--- src/rtl/seg7_bcd_counter_if.sv ---
// ============================================================================
// Module   : seg7_bcd_counter_if
// Brief    : Count-control and display bus for seg7_bcd_counter.
// Revision : 1.0  initial release
// ============================================================================
`default_nettype none

interface seg7_bcd_counter_if;
  logic        tick_in;
  logic        en;
  logic        up_down;
  logic        clear;
  logic [15:0] count_bcd;
  logic        wrap;
  logic [3:0]  an;
  logic [6:0]  seg;
  logic        dp;

  modport master (
    output tick_in, en, up_down, clear,
    input  count_bcd, wrap, an, seg, dp
  );

  modport slave (
    input  tick_in, en, up_down, clear,
    output count_bcd, wrap, an, seg, dp
  );
endinterface

`default_nettype wire

--- src/rtl/seg7_bcd_counter.sv ---
// ============================================================================
// Module   : seg7_bcd_counter
// Brief    : Edge-counting 4-digit BCD up/down counter with a multiplexed
//            common-anode seven-segment display. Optional leading-zero
//            blanking is enabled by defining SEG7_LEAD_BLANK_EN.
// Revision : 1.0  initial release
// ============================================================================
`default_nettype none

module seg7_bcd_counter #(
  parameter int SCAN_DIV       = 50000,
  parameter int SEG_ACTIVE_LOW = 1
) (
  input  logic              clk,
  input  logic              rst,
  seg7_bcd_counter_if.slave bus
);

  localparam int             PC_W      = (SCAN_DIV > 1) ? $clog2(SCAN_DIV) : 1;
  localparam logic [PC_W-1:0] c_PC_LAST = PC_W'(SCAN_DIV - 1);
  localparam logic           c_ACT_LOW = (SEG_ACTIVE_LOW != 0);
  localparam logic [6:0]     c_SEG_RST = c_ACT_LOW ? 7'h40 : 7'h3F;
  localparam logic           c_DP_ON   = ~c_ACT_LOW;
  localparam logic           c_DP_OFF  = c_ACT_LOW;

  function automatic logic [15:0] bcd_inc(input logic [15:0] v);
    logic c;
    bcd_inc = v;
    c       = 1'b1;
    for (int k = 0; k < 4; k++) begin
      if (c) begin
        if (v[4*k +: 4] == 4'd9) begin
          bcd_inc[4*k +: 4] = 4'd0;
        end else begin
          bcd_inc[4*k +: 4] = v[4*k +: 4] + 4'd1;
          c = 1'b0;
        end
      end
    end
  endfunction

  function automatic logic [15:0] bcd_dec(input logic [15:0] v);
    logic b;
    bcd_dec = v;
    b       = 1'b1;
    for (int k = 0; k < 4; k++) begin
      if (b) begin
        if (v[4*k +: 4] == 4'd0) begin
          bcd_dec[4*k +: 4] = 4'd9;
        end else begin
          bcd_dec[4*k +: 4] = v[4*k +: 4] - 4'd1;
          b = 1'b0;
        end
      end
    end
  endfunction

  // Active-high gfedcba patterns; polarity is applied afterwards.
  function automatic logic [6:0] decode7(input logic [3:0] d);
    case (d)
      4'd0:    decode7 = 7'b0111111;
      4'd1:    decode7 = 7'b0000110;
      4'd2:    decode7 = 7'b1011011;
      4'd3:    decode7 = 7'b1001111;
      4'd4:    decode7 = 7'b1100110;
      4'd5:    decode7 = 7'b1101101;
      4'd6:    decode7 = 7'b1111101;
      4'd7:    decode7 = 7'b0000111;
      4'd8:    decode7 = 7'b1111111;
      4'd9:    decode7 = 7'b1101111;
      default: decode7 = 7'b0000000;
    endcase
  endfunction

  logic            r_s1, r_s2, r_s3;
  logic [15:0]     r_cnt;
  logic            r_wrap;
  logic [PC_W-1:0] r_pc;
  logic [1:0]      r_di;
  logic [3:0]      r_an;
  logic [6:0]      r_seg;
  logic            r_dp;

  logic            w_ev;
  logic [15:0]     w_cnt_nxt;
  logic            w_wrap_nxt;
  logic            w_pc_last;
  logic [1:0]      w_di_nxt;
  logic [3:0]      w_digit;
  logic            w_blank;
  logic [6:0]      w_pat;
  logic [6:0]      w_seg_nxt;

  // Synchronizer flops reset high so a tick_in held high through reset
  // does not look like a fresh rising edge.
  always_ff @(posedge clk) begin
    if (rst) begin
      r_s1 <= 1'b1;
      r_s2 <= 1'b1;
      r_s3 <= 1'b1;
    end else begin
      r_s1 <= bus.tick_in;
      r_s2 <= r_s1;
      r_s3 <= r_s2;
    end
  end

  assign w_ev = r_s2 & ~r_s3;

  always_comb begin
    w_cnt_nxt  = r_cnt;
    w_wrap_nxt = 1'b0;
    if (bus.clear) begin
      w_cnt_nxt = 16'h0000;
    end else if (w_ev && bus.en && bus.up_down) begin
      w_cnt_nxt  = bcd_inc(r_cnt);
      w_wrap_nxt = (r_cnt == 16'h9999);
    end else if (w_ev && bus.en && !bus.up_down) begin
      w_cnt_nxt  = bcd_dec(r_cnt);
      w_wrap_nxt = (r_cnt == 16'h0000);
    end
  end

  always_ff @(posedge clk) begin
    if (rst) begin
      r_cnt  <= 16'h0000;
      r_wrap <= 1'b0;
    end else begin
      r_cnt  <= w_cnt_nxt;
      r_wrap <= w_wrap_nxt;
    end
  end

  assign w_pc_last = (r_pc == c_PC_LAST);
  assign w_di_nxt  = w_pc_last ? (r_di + 2'd1) : r_di;

  // Segment data is taken from the next count and next digit so that seg,
  // an and count_bcd all move together on one edge.
  always_comb begin
    case (w_di_nxt)
      2'd0:    w_digit = w_cnt_nxt[3:0];
      2'd1:    w_digit = w_cnt_nxt[7:4];
      2'd2:    w_digit = w_cnt_nxt[11:8];
      default: w_digit = w_cnt_nxt[15:12];
    endcase
  end

  always_comb begin
    w_blank = 1'b0;
`ifdef SEG7_LEAD_BLANK_EN
    case (w_di_nxt)
      2'd3:    w_blank = (w_cnt_nxt[15:12] == 4'd0);
      2'd2:    w_blank = (w_cnt_nxt[15:8]  == 8'd0);
      2'd1:    w_blank = (w_cnt_nxt[15:4]  == 12'd0);
      default: w_blank = 1'b0;
    endcase
`else
    w_blank = 1'b0;
`endif
  end

  always_comb begin
    w_pat     = w_blank ? 7'b0000000 : decode7(w_digit);
    w_seg_nxt = c_ACT_LOW ? ~w_pat : w_pat;
  end

  always_ff @(posedge clk) begin
    if (rst) begin
      r_pc  <= '0;
      r_di  <= 2'd0;
      r_an  <= 4'b1110;
      r_seg <= c_SEG_RST;
      r_dp  <= c_DP_OFF;
    end else begin
      r_pc  <= w_pc_last ? '0 : (r_pc + 1'b1);
      r_di  <= w_di_nxt;
      r_an  <= ~(4'b0001 << w_di_nxt);
      r_seg <= w_seg_nxt;
      // r_s1 is the value r_s2 takes on this edge.
      r_dp  <= ((w_di_nxt == 2'd2) && r_s1) ? c_DP_ON : c_DP_OFF;
    end
  end

  assign bus.count_bcd = r_cnt;
  assign bus.wrap      = r_wrap;
  assign bus.an        = r_an;
  assign bus.seg       = r_seg;
  assign bus.dp        = r_dp;

endmodule

`default_nettype wire

--- src/flat_wrapper.sv ---
// flat-port wrapper written by rule: the top's interface ports become plain ports
module seg7_bcd_counter_flat 
#(
  parameter int SCAN_DIV       = 50000,
  parameter int SEG_ACTIVE_LOW = 1
)
  (clk, rst, bus_tick_in, bus_en, bus_up_down, bus_clear, bus_count_bcd, bus_wrap, bus_an, bus_seg, bus_dp);
  seg7_bcd_counter_if bus_i ();
  input  logic clk;
  input  logic rst;
  input wire logic [$bits(bus_i.tick_in)-1:0] bus_tick_in;
  input wire logic [$bits(bus_i.en)-1:0] bus_en;
  input wire logic [$bits(bus_i.up_down)-1:0] bus_up_down;
  input wire logic [$bits(bus_i.clear)-1:0] bus_clear;
  output wire logic [$bits(bus_i.count_bcd)-1:0] bus_count_bcd;
  output wire logic [$bits(bus_i.wrap)-1:0] bus_wrap;
  output wire logic [$bits(bus_i.an)-1:0] bus_an;
  output wire logic [$bits(bus_i.seg)-1:0] bus_seg;
  output wire logic [$bits(bus_i.dp)-1:0] bus_dp;
  assign bus_i.tick_in = bus_tick_in;
  assign bus_i.en = bus_en;
  assign bus_i.up_down = bus_up_down;
  assign bus_i.clear = bus_clear;
  assign bus_count_bcd = bus_i.count_bcd;
  assign bus_wrap = bus_i.wrap;
  assign bus_an = bus_i.an;
  assign bus_seg = bus_i.seg;
  assign bus_dp = bus_i.dp;
  seg7_bcd_counter #(.SCAN_DIV(SCAN_DIV), .SEG_ACTIVE_LOW(SEG_ACTIVE_LOW)) u_core (.clk(clk), .rst(rst), .bus(bus_i));
endmodule
--- config.mk ---
export PLATFORM = sky130hd
export DESIGN_NAME = seg7_bcd_counter_flat
export DESIGN_NICKNAME = d
export VERILOG_FILES = /design/src/rtl/seg7_bcd_counter_if.sv /design/src/rtl/seg7_bcd_counter.sv /design/src/flat_wrapper.sv
export SDC_FILE = /design/constraint.sdc
export NUM_CORES = 1
export LEC_CHECK = 0
export CAP_MARGIN = 10
export CORE_MARGIN = 3
export CORE_UTILIZATION = 50
export DETAILED_ROUTE_END_ITERATION = 10
export PLACE_DENSITY = 0.8
export SLEW_MARGIN = 20
export SYNTH_ARGS = -nofsm -noshare
export SYNTH_HDL_FRONTEND = slang
export SYNTH_SLANG_ARGS = --single-unit
--- constraint.sdc ---
create_clock -name clk -period 4.2 [get_ports clk]
set_input_delay 0.84 -clock clk [delete_from_list [all_inputs] [get_ports clk]]
set_output_delay 0.84 -clock clk [all_outputs]
set_load 0.005 [all_outputs]
# == Word level (Yosys, flattened, before mapping) ==
# Memories as Yosys holds them, arrays and structs flattened.
# Index checks and enable logic that the tools add are counted.
# totals
mem_bits_ro,112
input_bits,6
mem_count,1
word_cells,94
register_bits,50
# mem_list
memory,depth,width,read_ports,rd_ports_with_merged_regs,write_ports,line_no,source
(no name shown),16,7,1,0,0,seg7_bcd_counter.sv:60,case (d)
# op_classes
eq_ne,8
n_reduce_logical,13
shift,1
n_addsub,10
bitwise,4
muxes,47
# op_table
op,n
two-way mux 4 bit,14
two-way mux 16 bit,3
equality test 16 bit (second input constant),2
two-way mux 1 bit,28
adder 16 x 1 -> 16 bit (second input constant),1
adder 4 x 1 -> 4 bit (second input constant),4
equality test 4 bit (second input constant),4
logical NOT 16 bit,1
logical NOT 4 bit,4
subtractor 4 x 1 -> 4 bit (second input constant),4
one-hot mux 4 bit (3 select lines),1
inverter 7 bit,1
logical AND 1 bit,4
inverter 4 bit,1
OR reduction 2 bit,2
left shift 1 x 2 -> 4 bit (first input constant),1
adder 2 x 1 -> 2 bit (second input constant),1
equality test 2 x 1 -> 1 bit (second input constant),1
equality test 2 bit (second input constant),1
logical NOT 2 bit,1
two-way mux 2 bit,1
AND 1 bit,1
logical NOT 1 bit,1
inverter 1 bit,1

# == Logic depth before layout (Yosys ltp) ==
# Gate-level depths: netlist of the first run.
# An unclocked memory read counts as a cell.
# depth
depth_word,22
depth_mapped,14
mapped_depth_nobuf,13

# == Worst setup path before layout of the first run ==
# OpenSTA, ideal clock, no wires.
# synth_path
path_type,reg2reg
startpoint,"register u_core.r_cnt[1], in the netlist u_core.bus.count_bcd[1]"
endpoint,"register u_core.r_seg[5], in the netlist u_core.bus.seg[5]"
t_arrival_ns,3.194
setup_slack_ns,0.927
period_less_slack_ns,3.273
stages_incl_launch_ff,14
required_time_ns,4.121
cell_sequence,dfxtp_1 -> inv_1 -> ha_1 -> nor3b_1 -> clkbuf_1 -> nand4_1 -> or3_1 -> and3_1 -> and2_1 -> o311ai_2 -> inv_1 -> ha_1 -> mux2_1 -> a211oi_2
# synth_between
elab_chain_len,20
word_cells_on_any_way,39
cone_classes,add/sub (2); eq/ne (1); mux (33); bitwise (1); reduce/logical (1); memory (1)
# synth_lines
element,line_no,source
from (decl),seg7_bcd_counter.sv:76,logic [15:0] r_cnt;
from (signal assigned),seg7_bcd_counter.sv:129,r_cnt <= w_cnt_nxt;
logical NOT 4 bit,seg7_bcd_counter.sv:48,if (v[4*k +: 4] == 4'd0) begin
two-way mux 1 bit,seg7_bcd_counter.sv:48,
two-way mux 1 bit,seg7_bcd_counter.sv:118,end else if (w_ev && bus.en && !bus.up_down) begin
two-way mux 1 bit,seg7_bcd_counter.sv:115,end else if (w_ev && bus.en && bus.up_down) begin
two-way mux 1 bit,seg7_bcd_counter.sv:113,if (bus.clear) begin
two-way mux 1 bit,seg7_bcd_counter.sv:47,if (b) begin
two-way mux 1 bit,seg7_bcd_counter.sv:118,
two-way mux 1 bit,seg7_bcd_counter.sv:115,
(+4 left out),n/a,
two-way mux 1 bit,seg7_bcd_counter.sv:113,
two-way mux 4 bit,seg7_bcd_counter.sv:47,
two-way mux 16 bit,seg7_bcd_counter.sv:118,
two-way mux 16 bit (*),seg7_bcd_counter.sv:115,
two-way mux 16 bit (*),seg7_bcd_counter.sv:113,
one-hot mux 4 bit (3 select lines) (*),seg7_bcd_counter.sv:140,case (w_di_nxt)
memory (16 x 7 bit) (*),n/a,
inverter 7 bit (*),seg7_bcd_counter.sv:164,w_seg_nxt = c_ACT_LOW ? ~w_pat : w_pat;
to (signal assigned),seg7_bcd_counter.sv:172,r_seg <= c_SEG_RST;
to (signal assigned),seg7_bcd_counter.sv:178,r_seg <= w_seg_nxt;
to (decl),seg7_bcd_counter.sv:81,logic [6:0] r_seg;
# Every way passes the cells marked *; elsewhere a longest branch is shown, timed or not. The select of a mux whose other input is x is not followed.
# A chain may end at the register's enable or synchronous reset.

# == Final worst setup path of the first run ==
# layout_path
startpoint,input bus_up_down
endpoint,"register u_core.r_seg[5], in the netlist u_core.bus.seg[5]"
# layout_between
elab_chain_len,8
word_cells_on_any_way,9
cone_classes,mux (4); bitwise (1); reduce/logical (3); memory (1)
# layout_lines
element,line_no,source
from (decl),flat_wrapper.sv:13,input wire logic [$bits(bus_i.up_down)-1:0] bus_up_down;
logical NOT 1 bit,seg7_bcd_counter.sv:118,
logical AND 1 bit,seg7_bcd_counter.sv:118,
two-way mux 16 bit,seg7_bcd_counter.sv:118,
two-way mux 16 bit (*),seg7_bcd_counter.sv:115,
two-way mux 16 bit (*),seg7_bcd_counter.sv:113,
one-hot mux 4 bit (3 select lines) (*),seg7_bcd_counter.sv:140,
memory (16 x 7 bit) (*),n/a,
inverter 7 bit (*),seg7_bcd_counter.sv:164,
# Every way passes the cells marked *; elsewhere a longest branch is shown, timed or not.

==> impl_results.md, run 1 <==
* DRC at 0
* Status: completed
* Leak Pwr at roughly 1.3 nW
* Clk sinks at 50
* Leading cell type in the layout, fill and taps excluded: dfxtp_1
* 1st-iter DRT viols at around 230
* CTS Buf Count at 5
* Grt total ovfl at 0
* Initial antenna violation count at 0
* CTS tree: done
* Data arrival time of the critical path at 3.94 ns
* CP Cell Sequence: clkdlybuf4s50_1 -> nand4b_2 -> nor4_1 -> nand3_1 -> and3_1 -> and2_1 -> o311ai_2 -> inv_1 -> ha_1 -> mux2_1 -> a211oi_2
* Layout Skew at 0.007427 ns
* Min Tclk post-route at approximately 3.7 ns
* DP Wirelength at between 5000 and 6000 um
* Largest net degree at the start of global routing at 21
* Final slew viol count at 0
* Routed vias/inst at a little under 6
* Final worst setup slack at about 0.48 ns
* Dpl ws at 0.2110 ns
* RSZ-0062 raised after global routing: false
* Die width at about 85 um
* Root buf cell: clkbuf_8
* Gpl congestion at ~0.87
* Post-synthesis adder-cell area fraction at 7.261%
* Synthesis-stage register bit count at 50
* Net Count, Synth at 408
* Ys async rst share at 0%
* Worst Hold Class: reg2reg
* Largest family of logic cells by synthesized area: simple AND/OR/NAND/NOR gates
* Syn. warnings at 0
* # diodes at 0
* Worst endpoint required time at roughly 4.4 ns
* Total wire length at approximately 7700 um
* Final core utilization at 60.92%
* Max frequency at 269.1 MHz
* Core Area at a little under 6000 um^2
* Port Buffers at 34
* Synth Cell Area at approximately 3100 um^2
* Vias in the first global route at 2,732
* H-tree Lvls at 2
* Postcts setup bufs at 0
* WHS at slightly above 0.4 ns
* Io pins at 35
* Setup TNS at 0 ns
* Max Cap Viol at 0
* Layout cells sized above 1 at 9.135%
* Buffers plus inverters on the worst setup path at 2
* Drt wl/cell at around 16 um
* Post-synthesis compound-gate area fraction at between 20% and 30%
* Vias at roughly 3,000
* Post-synth top flop: dfxtp_1
* Initial Util at around 52%
* CP delay by family, top: simple AND/OR/NAND/NOR gates
* Slowest library cell on the worst path: clkdlybuf4s50_1
* Antenna viol nets, final at 0
* Total GRT Usage at 21.18%
* Final setup fails at 0
* Row count at 28
* Cell Pwr Density at 225.2 nW/um^2
* DR pass1 iterations at 4
* Synth Area in XOR/XNOR at around 3.7%
* Most frequent cells in the layout: dfxtp_1, nor2_1, clkdlybuf4s50_1
* Netlist cell types at 61
* Crit-path max FO at 6
* Avg Inst Size Synth at 8.077 um^2
* Portion of netlist area occupied by mux cells at roughly 2.3%
* Fin crit share at between 80% and 90%
* Final nets at 439
* Worst-path clk slew at 0.09 ns
* Layout area overhead at 16.98%
* Crit-path max cell delay at 0.63 ns
* Peak supply drop at 222.1 uV
* Critical path class: in2reg
* DIE HEIGHT at approximately 85 um
* Crit end category: register
* Cts hold-fix bufs at 0
* Max_slew headroom at between 40% and 50%
* Worst-Margin Slew at about 0.83 ns
* Simple-gate portion of the synthesized area at between 20 and 30%
* Clk buf depth at 2
* Die area at 7184 um^2
* Worst-Skew Late Latency at 0.30 ns
* EDFF count, synth at 0
* Post-synthesis cell count at 384
* Global-route wire length before repair at around 13,000 um
* Hold violation total from the final report at 0
* Worst setup SP type: input port
* Register area share after synthesis at 32.27%
* Post-cts sizing count at 0
[report_power, final]
part	leakage, nW	internal, mW	switching, mW	total, mW
combinational	0.871	0.0218	0.0283	0.0501
clock	0.0482	0.133	0.150	0.283
sequential	0.404	0.479	0.00493	0.484
total	1.32	0.634	0.184	0.817
[cells by family after synthesis]
kind of cell | count (synthesis)
adders and majority gates | 18
DFF | 50
muxes | 7
xor gates and xnor gates | 13
and+or+nand+nor | 163
buffers and inverters | 39
AOI/OAI and AO/OA | 94
[layer usage]
metal | vias to the layer above | share of wire [%] | GRT usage [%] | routed length (um)
met5 | - | 0 | 0 | 0
met4 | 0 | 1.2 | 7.194 | 90
li1 | 1448 | - | - | -
met1 | 1381 | 45 | 28.41 | 3461
met2 | 91 | 48 | 34.52 | 3684
met3 | 10 | 5.6 | 3.533 | 428
[final timing paths]
path                      startpoint                end  slack [ns]  cells past startpoint
min                      u_core.r_s1      u_core.bus.dp        0.41                      1
min reg2reg              u_core.r_s1      u_core.bus.dp        0.41                      1
max                      bus_up_down  u_core.bus.seg[5]        0.48                     11
max reg2reg  u_core.bus.count_bcd[0]  u_core.bus.seg[5]        0.63                     11
[flip-flops by register name, summed over array words and instances, names as in the netlist]
signal                flops
u_core.bus.count_bcd     16
u_core.r_pc              16
u_core.bus.seg            7
u_core.bus.an             4
u_core.r_di               2
u_core.bus.dp             1
u_core.bus.wrap           1
u_core.r_s1               1
u_core.r_s2               1
u_core.r_s3               1
[cells in the mapped netlist (5+ instances only)]
| library cell | instances | area (um^2) |
|---|---|---|
| nand4_1 | 10 | 62.56 |
| and3_1 | 5 | 31.28 |
| dfxtp_1 | 50 | 1001 |
| nand2_1 | 20 | 75.07 |
| nand3b_1 | 6 | 45.04 |
| or2_2 | 8 | 50.05 |
| xor2_1 | 10 | 87.58 |
| a21o_1 | 6 | 45.04 |
| o21ai_0 | 18 | 90.09 |
| a21oi_1 | 28 | 140.1 |
| clkbuf_1 | 19 | 71.32 |
| nand3_1 | 16 | 80.08 |
| nor2_1 | 45 | 168.9 |
| ha_1 | 18 | 225.2 |
| nor3_1 | 7 | 35.03 |
| mux2i_1 | 5 | 50.05 |
| inv_1 | 18 | 67.56 |
| or3_1 | 10 | 62.56 |
[final cells by class]
class	count	area, um^2
clock buffer	7	86.33
sequential	50	1001
fill	540	2327
tap	75	93.84
multi-input combinational	295	1952
clock inverter	1	5.005
inverter	18	67.56
timing repair buffer	45	422.9
[through the flow]
stage	instance area, um^2	cells	power (mW)
floorplan	3102	384	0.5242
global placement	3537	483	0.5422
detailed placement	3537	483	0.5439
CTS	3628	491	0.8224
global route	3628	491	0.8468
finish	3628	491	0.8172
Note: power is estimated with default switching activity, not from simulation.
==> run 2, diff against run 1 <==
- CORE_MARGIN: 3 -> 2
- TNS_END_PERCENT: default -> 5
==> impl_results.md, run 2 (synthesized netlist as in run 1, its figures left out) <==
* Peak supply drop at 258.3 uV
* Drt wl/cell at approximately 15 um
* Root buf cell: clkbuf_8
* Final worst setup slack at roughly 0.56 ns
* CP Cell Sequence: clkdlybuf4s50_1 -> nor4b_1 -> nand4_1 -> or3_1 -> and3_1 -> and2_1 -> o311ai_2 -> inv_1 -> ha_1 -> mux2_1 -> a211oi_2
* Vias at between 2,000 and 3,000
* Worst-path clk slew at roughly 0.080 ns
* Antenna viol nets, final at 0
* Die width at 82.76 um
* Status: completed
* Total wire length at approximately 7300 um
* Max Cap Viol at 0
* Largest net degree at the start of global routing at 21
* CP delay by family, top: simple AND/OR/NAND/NOR gates
* Data arrival time of the critical path at between 3 and 4 ns
* Core Area at 5956 um^2
* Global-route wire length before repair at 12,370 um
* Busiest grt layer: met2
* DP Wirelength at 5336 um
* Worst endpoint required time at around 4.4 ns
* Met1 Use GR at 31.59%
* Post-cts sizing count at 0
* Max frequency at around 270 MHz
* Final slew viol count at 0
* Leading cell type in the layout, fill and taps excluded: dfxtp_1
* R2r setup slk at 0.76 ns
* P_int at ~0.61 mW
* Routed vias/inst at around 5.9
* Min Tclk post-route at around 3.6 ns
* Critical path class: in2reg
* Critical path depth in cells at 11
* Row count at 28
* Critical Path Sink: u_core.bus.seg[5]
* Worst setup SP type: input port
* Crit end category: register
* Worst Setup SP: bus_up_down
* Layout Skew at 0.01190 ns
* Worst-Skew Late Latency at between 0.3 and 0.4 ns
* Gpl congestion at a little under 0.9
* Reg2reg start: u_core.bus.count_bcd[4]
* WHS at about 0.40 ns
* Max_slew headroom at a little under 50%
* Port Buffers at 34
* Initial antenna violation count at 0
* Dpl ws at ~0.28 ns
* Initial Util at 52.08%
* Crit-path max FO at 6
* Post-DP Area at 3560 um^2
* Clk buf depth at 2
* Crit-path max cell delay at roughly 0.56 ns
* DIE HEIGHT at just over 80 um
* Final nets at between 400 and 500
* Register share of total power at ~61%
* Critical R2R Capture: u_core.bus.seg[5]
* Io pins at 35
* Slowest library cell on the worst path: clkdlybuf4s50_1
* CTS Buf Count at 5
* # diodes at 0
* DRC at 0
* Layout area overhead at 17.31%
* Layout cells sized above 1 at under 10%
* Vias in the first global route at between 2,000 and 3,000
* Total GRT Usage at a little under a quarter
* CTS tree: done
* Worst Hold Class: reg2reg
* Sw power at 0.1842 mW
* Cts hold-fix bufs at 0
* H-tree Lvls at 2
* Combinational power share at between 6 and 7%
* RSZ-0062 raised after global routing: false
* GR Util met2 at a little under two fifths
* Placed Cells at slightly below 500
* Clk sinks at 50
* Most frequent cells in the layout: dfxtp_1, nor2_1, clkdlybuf4s50_1
* Postcts setup bufs at 0
* Non-filler instance count after layout at 493
* Leak Pwr at around 1.3 nW
* Buffers plus inverters on the worst setup path at 2
* DR pass1 iterations at 5
* Met3 Use GR at under 10%
* Reg2reg path depth at 13
* Die area at approximately 6800 um^2
* Grt total ovfl at 0
* Setup TNS at 0 ns
* Post-route cell area at ~3600 um^2
* Fin crit share at between 80% and 90%
* Worst-Margin Slew at between 0.7 and 0.8 ns
* Hold violation total from the final report at 0
* 1st-iter DRT viols at a little over 200
* Final setup fails at 0
* Sw frac at a little under a quarter
* Cell Pwr Density at about 220 nW/um^2
* Clock network fraction of total power at ~33%
-- run 2: worst min-delay path by stage --
stage                      startpoint             to  depth (start not counted)
after floorplan           u_core.r_s1  u_core.bus.dp                          1
after global placement    u_core.r_s1  u_core.bus.dp                          1
after detailed placement  u_core.r_s1  u_core.bus.dp                          1
after CTS                 u_core.r_s1  u_core.bus.dp                          1
after global routing      u_core.r_s1  u_core.bus.dp                          1
final                     u_core.r_s1  u_core.bus.dp                          1
-- run 2: stage by stage --
| stage | util (%) | power, mW |
|---|---|---|
| final | 61.09 | 0.7972 |
| after global routing | 61.09 | 0.8300 |
| after CTS | 61.09 | 0.8079 |
| after detailed placement | 59.77 | 0.5439 |
| after global placement | 59.77 | 0.5427 |
| after floorplan | - | 0.5242 |
-- run 2: power groups by stage --
stage / Sequential, mW / Clock (mW) / Combinational, mW
finish: 0.483 / 0.264 / 0.0495
global route: 0.484 / 0.290 / 0.0554
CTS: 0.483 / 0.275 / 0.0496
detailed placement: 0.494 / 0 / 0.0495
global placement: 0.494 / 0 / 0.0485
floorplan: 0.493 / 0 / 0.0309
-- run 2: final cells by class --
type                    instances  area, um^2
repair buffers                 48       445.4
fillers                       537        2317
multi-input cells             295        1952
clock inverters                 2       10.01
flip-flops and latches         50        1001
clock buffers                   5       68.82
inverters                      18       67.56
well taps                      75       93.84
-- run 2: per-layer routing --
metal  vias to the layer above  wire length [um]
met2                        87              3461
met1                      1365              3367
met5                         -                 0
li1                       1460                 -
met3                         9               406
met4                         0                83
